$ cat src/rtl/ysyx_25020047_lsu.sv
// Multi-cycle load/store unit: one operation in flight, a word-aligned request on
// a valid/ready data bus, and load extraction toward write-back.
module ysyx_25020047_lsu #(
  parameter int unsigned RESP_TIMEOUT = 255
) (
  input  logic        clk,
  input  logic        rst_n,
  input  logic        in_valid,
  output logic        in_ready,
  input  logic [3:0]  in_op,
  input  logic [31:0] in_addr,
  input  logic [31:0] in_wdata,
  output logic        mem_req_valid,
  input  logic        mem_req_ready,
  output logic        mem_req_wen,
  output logic [31:0] mem_req_addr,
  output logic [31:0] mem_req_wdata,
  output logic [3:0]  mem_req_wmask,
  input  logic        mem_resp_valid,
  input  logic [31:0] mem_resp_rdata,
  output logic        out_valid,
  input  logic        out_ready,
  output logic [31:0] out_memdata,
  output logic [1:0]  out_fault
);

  typedef enum logic [1:0] {IDLE, REQ, WAIT, DONE} state_t;

  // With the timeout disabled the counter still needs a ceiling so it never wraps.
  localparam logic [31:0] CNT_MAX = (RESP_TIMEOUT == 0) ? 32'hFFFF_FFFF : RESP_TIMEOUT;

  state_t      state_q, state_d;
  logic [3:0]  op_q;
  logic [1:0]  off_q;
  logic        req_wen_q;
  logic [31:0] req_addr_q;
  logic [31:0] req_wdata_q;
  logic [3:0]  req_wmask_q;
  logic [31:0] memdata_q;
  logic [1:0]  fault_q;
  logic [31:0] cnt_q;

  logic        acc_none;
  logic        acc_mis;
  logic        acc_wen;
  logic [31:0] acc_wdata;
  logic [3:0]  acc_wmask;
  logic [31:0] rd_shift;
  logic [31:0] load_data;
  logic [31:0] cnt_inc;
  logic        timed_out;

  // Decode the incoming operation into bus lanes and alignment checks.
  always_comb begin
    acc_none  = 1'b1;
    acc_mis   = 1'b0;
    acc_wen   = 1'b0;
    acc_wdata = '0;
    acc_wmask = '0;
    case (in_op)
      4'd1, 4'd4: acc_none = 1'b0;
      4'd2, 4'd5: begin
        acc_none = 1'b0;
        acc_mis  = in_addr[0];
      end
      4'd3: begin
        acc_none = 1'b0;
        acc_mis  = |in_addr[1:0];
      end
      4'd9: begin
        acc_none  = 1'b0;
        acc_wen   = 1'b1;
        acc_wdata = {4{in_wdata[7:0]}};
        acc_wmask = 4'b0001 << in_addr[1:0];
      end
      4'd10: begin
        acc_none  = 1'b0;
        acc_mis   = in_addr[0];
        acc_wen   = 1'b1;
        acc_wdata = {2{in_wdata[15:0]}};
        acc_wmask = 4'b0011 << in_addr[1:0];
      end
      4'd11: begin
        acc_none  = 1'b0;
        acc_mis   = |in_addr[1:0];
        acc_wen   = 1'b1;
        acc_wdata = in_wdata;
        acc_wmask = 4'b1111;
      end
      default: ;
    endcase
  end

  // Select the addressed byte/halfword from the read word and extend it.
  always_comb begin
    rd_shift  = mem_resp_rdata >> {off_q, 3'b000};
    load_data = '0;
    case (op_q)
      4'd1:    load_data = {{24{rd_shift[7]}}, rd_shift[7:0]};
      4'd2:    load_data = {{16{rd_shift[15]}}, rd_shift[15:0]};
      4'd3:    load_data = rd_shift;
      4'd4:    load_data = {24'd0, rd_shift[7:0]};
      4'd5:    load_data = {16'd0, rd_shift[15:0]};
      default: load_data = '0;
    endcase
  end

  // Saturating wait counter and timeout detection.
  always_comb begin
    cnt_inc   = (cnt_q == CNT_MAX) ? cnt_q : cnt_q + 32'd1;
    timed_out = (RESP_TIMEOUT != 0) && (cnt_inc == CNT_MAX);
  end

  // State register.
  always_ff @(posedge clk or negedge rst_n) begin
    if (!rst_n) state_q <= IDLE;
    else        state_q <= state_d;
  end

  // Next-state logic; a response beats a timeout in the same cycle.
  always_comb begin
    state_d = state_q;
    case (state_q)
      IDLE: if (in_valid) state_d = (acc_mis || acc_none) ? DONE : REQ;
      REQ:  if (mem_req_ready) state_d = WAIT;
      WAIT: if (mem_resp_valid || timed_out) state_d = DONE;
      DONE: if (out_ready) state_d = IDLE;
      default: state_d = IDLE;
    endcase
  end

  // Latched operation fields, result, fault and wait counter.
  always_ff @(posedge clk or negedge rst_n) begin
    if (!rst_n) begin
      op_q        <= '0;
      off_q       <= '0;
      req_wen_q   <= 1'b0;
      req_addr_q  <= '0;
      req_wdata_q <= '0;
      req_wmask_q <= '0;
      memdata_q   <= '0;
      fault_q     <= '0;
      cnt_q       <= '0;
    end else begin
      case (state_q)
        IDLE: if (in_valid) begin
          op_q        <= acc_none ? 4'd0 : in_op;
          off_q       <= in_addr[1:0];
          req_wen_q   <= acc_wen;
          req_addr_q  <= {in_addr[31:2], 2'b00};
          req_wdata_q <= acc_wdata;
          req_wmask_q <= acc_wmask;
          memdata_q   <= '0;
          fault_q     <= {1'b0, acc_mis};
        end
        WAIT: begin
          cnt_q <= cnt_inc;
          if (mem_resp_valid) memdata_q <= load_data;
          else if (timed_out) fault_q <= 2'b10;
        end
        DONE: if (out_ready) cnt_q <= '0;
        default: ;
      endcase
    end
  end

  // Output drive.
  always_comb begin
    in_ready      = (state_q == IDLE);
    mem_req_valid = (state_q == REQ);
    mem_req_wen   = req_wen_q;
    mem_req_addr  = req_addr_q;
    mem_req_wdata = req_wdata_q;
    mem_req_wmask = req_wmask_q;
    out_valid     = (state_q == DONE);
    out_memdata   = memdata_q;
    out_fault     = fault_q;
  end

endmodule

$ cat config.mk
export PLATFORM = sky130hd
export DESIGN_NAME = ysyx_25020047_lsu
export DESIGN_NICKNAME = d
export VERILOG_FILES = /design/src/rtl/ysyx_25020047_lsu.sv
export SDC_FILE = /design/constraint.sdc
export NUM_CORES = 1
export LEC_CHECK = 0
export BUFFER_PORTS_ARGS = -buffer_cell sky130_fd_sc_hd__buf_2
export CORE_ASPECT_RATIO = 1.5
export CORE_MARGIN = 8
export CORE_UTILIZATION = 53
export CTS_CLUSTER_DIAMETER = 150
export DETAILED_ROUTE_END_ITERATION = 8
export PLACE_DENSITY = 0.78
export SYNTH_ARGS = -nofsm -noshare
export SYNTH_HDL_FRONTEND = slang
export SYNTH_SLANG_ARGS = --single-unit
export TNS_END_PERCENT = 50
$ cat constraint.sdc
create_clock -name clk -period 3.3 [get_ports clk]
set_input_delay 0.66 -clock clk [delete_from_list [all_inputs] [get_ports clk]]
set_output_delay 0.66 -clock clk [all_outputs]
set_load 0.005 [all_outputs]
==> results of run 1 <==
worst min path at each step:
stage | slack [ns] | endpoint | from | cells after the start
final | 0.18 | out_memdata[19]$_DFFE_PN0P_ | rst_n | 1
after global routing | 0.24 | out_memdata[20]$_DFFE_PN0P_ | rst_n | 1
after CTS | 0.21 | out_memdata[19]$_DFFE_PN0P_ | rst_n | 1
after detailed placement | 0.47 | out_memdata[24]$_DFFE_PN0P_ | out_memdata[24]$_DFFE_PN0P_ | 2
after global placement | 0.45 | mem_req_wen$_DFFE_PN0P_ | mem_req_wen$_DFFE_PN0P_ | 1
after floorplan | 0.36 | cnt_q[0]$_DFFE_PN0P_ | rst_n | 0
sequential cells by signal, indices dropped and copies added, names as in the netlist:
register,cells
cnt_q,32
mem_req_addr,30
mem_req_wdata,32
mem_req_wen,1
mem_req_wmask,4
off_q,2
op_q,4
out_fault,2
out_memdata,32
state_q,2
per-layer routing:
metal | vias up | global-route usage
li1 | 3268 | -
met4 | 0 | 0.0912
met1 | 3422 | 0.269
met3 | 48 | 0.0882
met5 | - | 0
met2 | 282 | 0.419
final cells by class:
cell class | instances | area (um^2) | area share
flip-flops and latches | 141 | 3530 | 0.380
multi-input cells | 551 | 3650 | 0.393
inverters | 20 | 75.1 | 0.00808
repair buffers | 229 | 1210 | 0.131
diodes | 1 | 2.50 | 0.000269
clock buffers | 18 | 439 | 0.0472
clock inverters | 14 | 176 | 0.0190
well taps | 165 | 206 | 0.0222
worst max-delay path: cells and delay by family (launching register included):
kind | cells | cell delay, ns
and+or+nand+nor | 5 | 1.64
AOI/OAI and AO/OA | 3 | 0.63
DFF | 1 | 0.49
adders and majority gates | 1 | 0.28
power breakdown:
group | leakage [nW] | switching, W | internal, W
clock network | 0.301 | 0.000839 | 0.00117
logic | 2.34 | 0.00147 | 0.00117
registers | 1.87 | 0.000360 | 0.00222
cell usage in the layout (no fill, tap or decap), drive strengths merged, types with 6 or more instances in the layout:
master	count
buf	229
dfrtp	141
o21ai	82
nand2	71
a21oi	43
nor2	37
mux2	35
inv	28
a22o	20
nor2b	19
nand3	18
clkbuf	18
mux2i	17
a221o	16
nand4	16
o31ai	14
nor3	13
a31oi	10
nor4	10
a22oi	9
nand2b	8
and4	8
xnor2	8
a222oi	8
or3	8
a211o	7
a32o	7
and3	7
a21o	7
o22ai	6
per-stage QoR:
| stage | instance area (um^2) | hold slack, ns | cells | power, W | setup slack, ns |
|---|---|---|---|---|---|
| after floorplan | 7480 | 0.364 | 768 | 0.00417 | 0.588 |
| after global placement | 8680 | 0.455 | 1106 | 0.00514 | 0.301 |
| after detailed placement | 8680 | 0.468 | 1106 | 0.00522 | 0.273 |
| after CTS | 9290 | 0.211 | 1138 | 0.00725 | 0.198 |
| after global routing | 9300 | 0.235 | 1139 | 0.00765 | 0.00464 |
| final | 9300 | 0.182 | 1139 | 0.00722 | 0.157 |
logic make-up (layout without fill, tap and decap cells):
| kind of cell | count (synthesis) | after routing | share of synthesized area |
|---|---|---|---|
| adders and majority gates | 6 | 6 | 0.00971 |
| AOI/OAI and AO/OA | 253 | 253 | 0.227 |
| buffers and inverters | 76 | 281 | 0.0417 |
| and+or+nand+nor | 229 | 229 | 0.163 |
| other | 1 | 3 | 0.000502 |
| muxes | 52 | 52 | 0.0755 |
| DFF | 141 | 141 | 0.472 |
| xor gates and xnor gates | 9 | 9 | 0.0105 |
==> qor.csv, run 1 <==
metric;value;unit
CTS Sinks;141;
Worst Max-Slew Pin Slew;0.797;ns
Slowest cell on crit path;nor4b_2;
reg2reg path depth;9;
Area Overhead vs Synth;24.3;%
worst r2r dst;out_fault[0]$_DFFE_PN0P_;
GRT overflow;0;
outcome;completed;
Post-synth top cells;141 x dfrtp_1, 82 x o21ai_0, 71 x nand2_1, 43 x a21oi_1, 41 x clkbuf_1;
ys async rst share;1.00;
top post-synthesis cells by area;dfrtp_1 47%, o21ai_0 5.5%, mux2_2 5.3%;
wl on met1;8.58;mm
CP startpoint;cnt_q[0]$_DFFE_PN0P_;
final setup TNS;0;ns
met3 wire len;1.76;mm
CP Class;reg -> reg;
gp weighted congestion;0.911;
nets;1071;
Yosys top cell by area;dfrtp_1;
met2 wire len;11.1;mm
Syn Inst Count;767;
PostCTS Resize Cnt;0;
Power Dens Cells;777;mW/mm^2
detailed placement HPWL;16.1;mm
r2r startpoint;cnt_q[0]$_DFFE_PN0P_;
Total GRT Usage;0.244;
Yosys top cell area share;0.472;
share of cells above drive strength 1;0.319;
pin count of the biggest net entering global routing;64;
CTS Buffer Depth;2;
H-tree depth;4;
drt wl/cell;19.4;um
CTS Buf Count;17;
Vias;7020;
Via density;6.16;
Initial DRT Pass Iterations;5;
Hold Crit Class;in -> async;
RSZ-0062 raised after global routing;false;
Tcrit/Tclk final;0.952;
Filler cells;1111;
core area;0.0139;mm^2
maximum clock frequency;318;MHz
Worst setup EP type;register;
arrival time worst endpoint;3.46;ns
Max Cap Violations;0;
# DRC;0;
vias in the first global route;7191;
Worst path most repeated cell;o31a_1;
width of the die;113;um
Ports;212;
die area;0.0182;mm^2
Util after Layout;0.667;
number of synthesized flops with an enable pin;0;
WP data required;3.62;ns
1st-iter DRT viols;520;
most common cell in the netlist;dfrtp_1;
Startpoint Class;register;
Final ANT Viol Nets;0;
clk_lat worst skew;0.44;ns
max incr delay on CP;0.61;ns
Mean Syn Cell Area;9.75;um^2
Reg clk slew, reported paths;0.06;ns
port bufs;209;
initial cell density of the core;0.537;
Yosys warnings;0;
reg2reg setup slack;0.16;ns
initial antenna violation count;1;
CTS tree;yes;
Die H;161;um
crit path cell chain;ha_1 > nand4_4 > nor4b_2 > nand3_1 > o31a_1 > nor4_2 > o2111ai_1 > or3_1 > o31a_1;
Mapped Area;0.00748;mm^2
Max-slew headroom;0.467;
final slew viol count;0;
Tmin final;3.14;ns
Synth Flop Type;dfrtp_1;
hold_buf cts;0;
Top Layer Used;met4;
first-pass GRT wire length;35.8;mm
Final Hold Fails;0;
total wire length;22.1;mm
Seq/Total Area, Yosys;0.472;
Yosys cell types;61;
LEAKAGE;4.52;nW
CP endpoint;out_fault[0]$_DFFE_PN0P_;
buffer count from post-CTS setup fixing;0;
Setup Skew;0.00696;ns
final setup violation count;0;
Root Driver;clkbuf_16;
num rows;53;
synthesis-stage register bit count;141;
Worst Path Max Fanout;8;
IR drop worst, VDD;0.518;mV
(Power assumes the default switching activity.)
==> run 2: changes to the inputs <==
--- a/config.mk
+++ b/config.mk
@@ -11,6 +11,7 @@
 export CORE_UTILIZATION = 53
 export CTS_CLUSTER_DIAMETER = 150
 export DETAILED_ROUTE_END_ITERATION = 8
+export GPL_TIMING_DRIVEN = 0
 export PLACE_DENSITY = 0.78
 export SYNTH_ARGS = -nofsm -noshare
 export SYNTH_HDL_FRONTEND = slang
==> qor.csv, run 2 (synthesis gave the netlist of run 1 again) <==
metric;value;unit;change
1st-iter DRT viols;562;;+8.1%
Setup Skew;0.00943;ns;+0.00247 ns
final setup violation count;0;;unchanged
most frequent cells in the layout;210 x buf_2, 139 x dfrtp_1, 82 x o21ai_0, 71 x nand2_1, 43 x a21oi_1;;
Root Driver;clkbuf_16;;
Max Cap Violations;0;;unchanged
Ports;212;;unchanged
CP Class;reg -> reg;;
GRT overflow;0;;unchanged
clk_lat worst skew;0.43;ns;about the same
width of the die;113;um;unchanged
CTS Sinks;141;;unchanged
Final ANT Viol Nets;0;;unchanged
Hold Crit Class;in -> async;;
core area;0.0139;mm^2;unchanged
multi-input combinational cell area;0.00366;mm^2;+0.17%
drt wl/cell;19.9;um;+2.4%
CTS Buffer Depth;2;;unchanged
gp weighted congestion;0.974;;+6.9%
die area;0.0182;mm^2;unchanged
Filler cells;1135;;+2.2%
Die H;161;um;unchanged
Tcrit/Tclk final;0.933;;-0.0190
Final Hold Fails;0;;unchanged
buffer count from post-CTS setup fixing;0;;unchanged
commonest non-fill, non-tap cell in the layout;buf_2;;
grt met1 use;0.280;;+0.0117
arrival time worst endpoint;3.39;ns;-0.07 ns
Reg clk slew, reported paths;0.07;ns;about the same
Placement Cell Area;0.00876;mm^2;+0.97%
GR peak layer;met2;;
LEAKAGE;4.51;nW;about the same
max incr delay on CP;0.50;ns;-0.11 ns
initial cell density of the core;0.537;;unchanged
Area Overhead vs Synth;25.1;%;
Slowest cell on crit path;dfrtp_1;;
num rows;53;;unchanged
met3 global-route usage;0.0871;;-0.00112
IR drop worst, VDD;0.564;mV;+9.0%
Worst Path Max Fanout;7;;-1
Vias;7158;;+2.0%
detailed placement HPWL;17.4;mm;+7.8%
pin count of the biggest net entering global routing;101;;+58%
share of cells above drive strength 1;0.297;;-0.0213
vias in the first global route;7618;;+5.9%
RSZ-0062 raised after global routing;false;;
Max-slew headroom;0.209;;-0.258
final slew viol count;0;;unchanged
port bufs;208;;-0.48%
met2 Use GR;0.438;;+0.0188
Initial DRT Pass Iterations;5;;unchanged
WP data required;3.61;ns;about the same
Cells after DPL;1142;;+3.3%
Worst setup EP type;register;;
CTS Buf Count;17;;unchanged
nets;1107;;+3.4%
Tmin final;3.08;ns;-0.0628 ns
total wire length;23.4;mm;+5.6%
Power Total;0.00718;W;-0.55%
final cell count without fillers;1175;;+3.2%
# DRC;0;;unchanged
Startpoint Class;register;;
outcome;completed;;
Via density;6.09;;-1.2%
Total GRT Usage;0.258;;+0.0149
initial antenna violation count;1;;unchanged
maximum clock frequency;325;MHz;+2.0%
CTS tree;yes;;
H-tree depth;4;;unchanged
Worst Max-Slew Pin Slew;1.18;ns;+0.378 ns
crit path cell chain;nand4_2 > nor3_2 > xor2_1 > or4_1 > o21ai_0 > o2111ai_1 > or3_1 > o31a_1;;
first-pass GRT wire length;37.8;mm;+5.5%
Final Cell Area;0.00935;mm^2;+0.58%
Power Dens Cells;768;mW/mm^2;-1.1%
final setup TNS;0;ns;unchanged
Register Area;0.00353;mm^2;about the same
==> run 2: layout make-up <==
class,instances,share of cell area
antenna,1,0.000268
buffer,56,0.0253
clock buffer,18,0.0470
clock inverter,14,0.0134
inverter,20,0.00803
multi-input combinational,551,0.391
sequential,141,0.378
tap,165,0.0221
timing repair buffer,209,0.115
==> run 2: worst paths after layout <==
kind                                                   from                       endpoint  slack [ns]  depth (start not counted)
max in group asynchronous                             rst_n   mem_req_addr[20]$_DFFE_PN0P_        2.35                          2
worst max-delay path                   cnt_q[7]$_DFFE_PN0P_       out_fault[0]$_DFFE_PN0P_        0.22                          8
min in group clk                               in_wdata[24]  mem_req_wdata[24]$_DFFE_PN0P_        0.46                          2
worst min-delay path                                  rst_n    out_memdata[22]$_DFFE_PN0P_        0.14                          1
worst min register to register  out_memdata[29]$_DFFE_PN0P_    out_memdata[29]$_DFFE_PN0P_        0.47                          2
worst max register to register         cnt_q[7]$_DFFE_PN0P_       out_fault[0]$_DFFE_PN0P_        0.22                          8
==> run 2: metrics by stage <==
step,hold slack (ns),setup WS [ns],util
floorplan,0.364,0.588,-
global placement,0.457,-0.372,0.627
detailed placement,0.465,0.0322,0.629
CTS,0.148,0.0212,0.670
global route,0.167,0.00432,0.671
finish,0.138,0.220,0.671
==> run 2: layer usage <==
layer	share of wire	wire (um)
met5	0	0
met2	0.50	11600
met4	0.034	787
met1	0.39	9080
met3	0.080	1860
==> run 2: timing repair <==
| action | 4_1_cts | 5_1_grt |
|---|---|---|
| hold endpoints to repair | 0 | 0 |
| setup endpoints to repair | 0 | 33 |
| resized for setup | 0 | 5 |
| hold buffers | 0 | 0 |
==> run 2: critical path, delay by kind of cell (launching register included) <==
kind             cells  cell delay (ns)
XOR/XNOR             1             0.11
flip-flops           1             0.50
AO/OA/AOI/OAI        3             0.71
AND/OR/NAND/NOR      4             1.64
==> run 2: power by group <==
part / internal [W] / switching, W
clock network: 0.00101 / 0.000836
logic: 0.00118 / 0.00162
registers: 0.00222 / 0.000311
total: 0.00441 / 0.00277
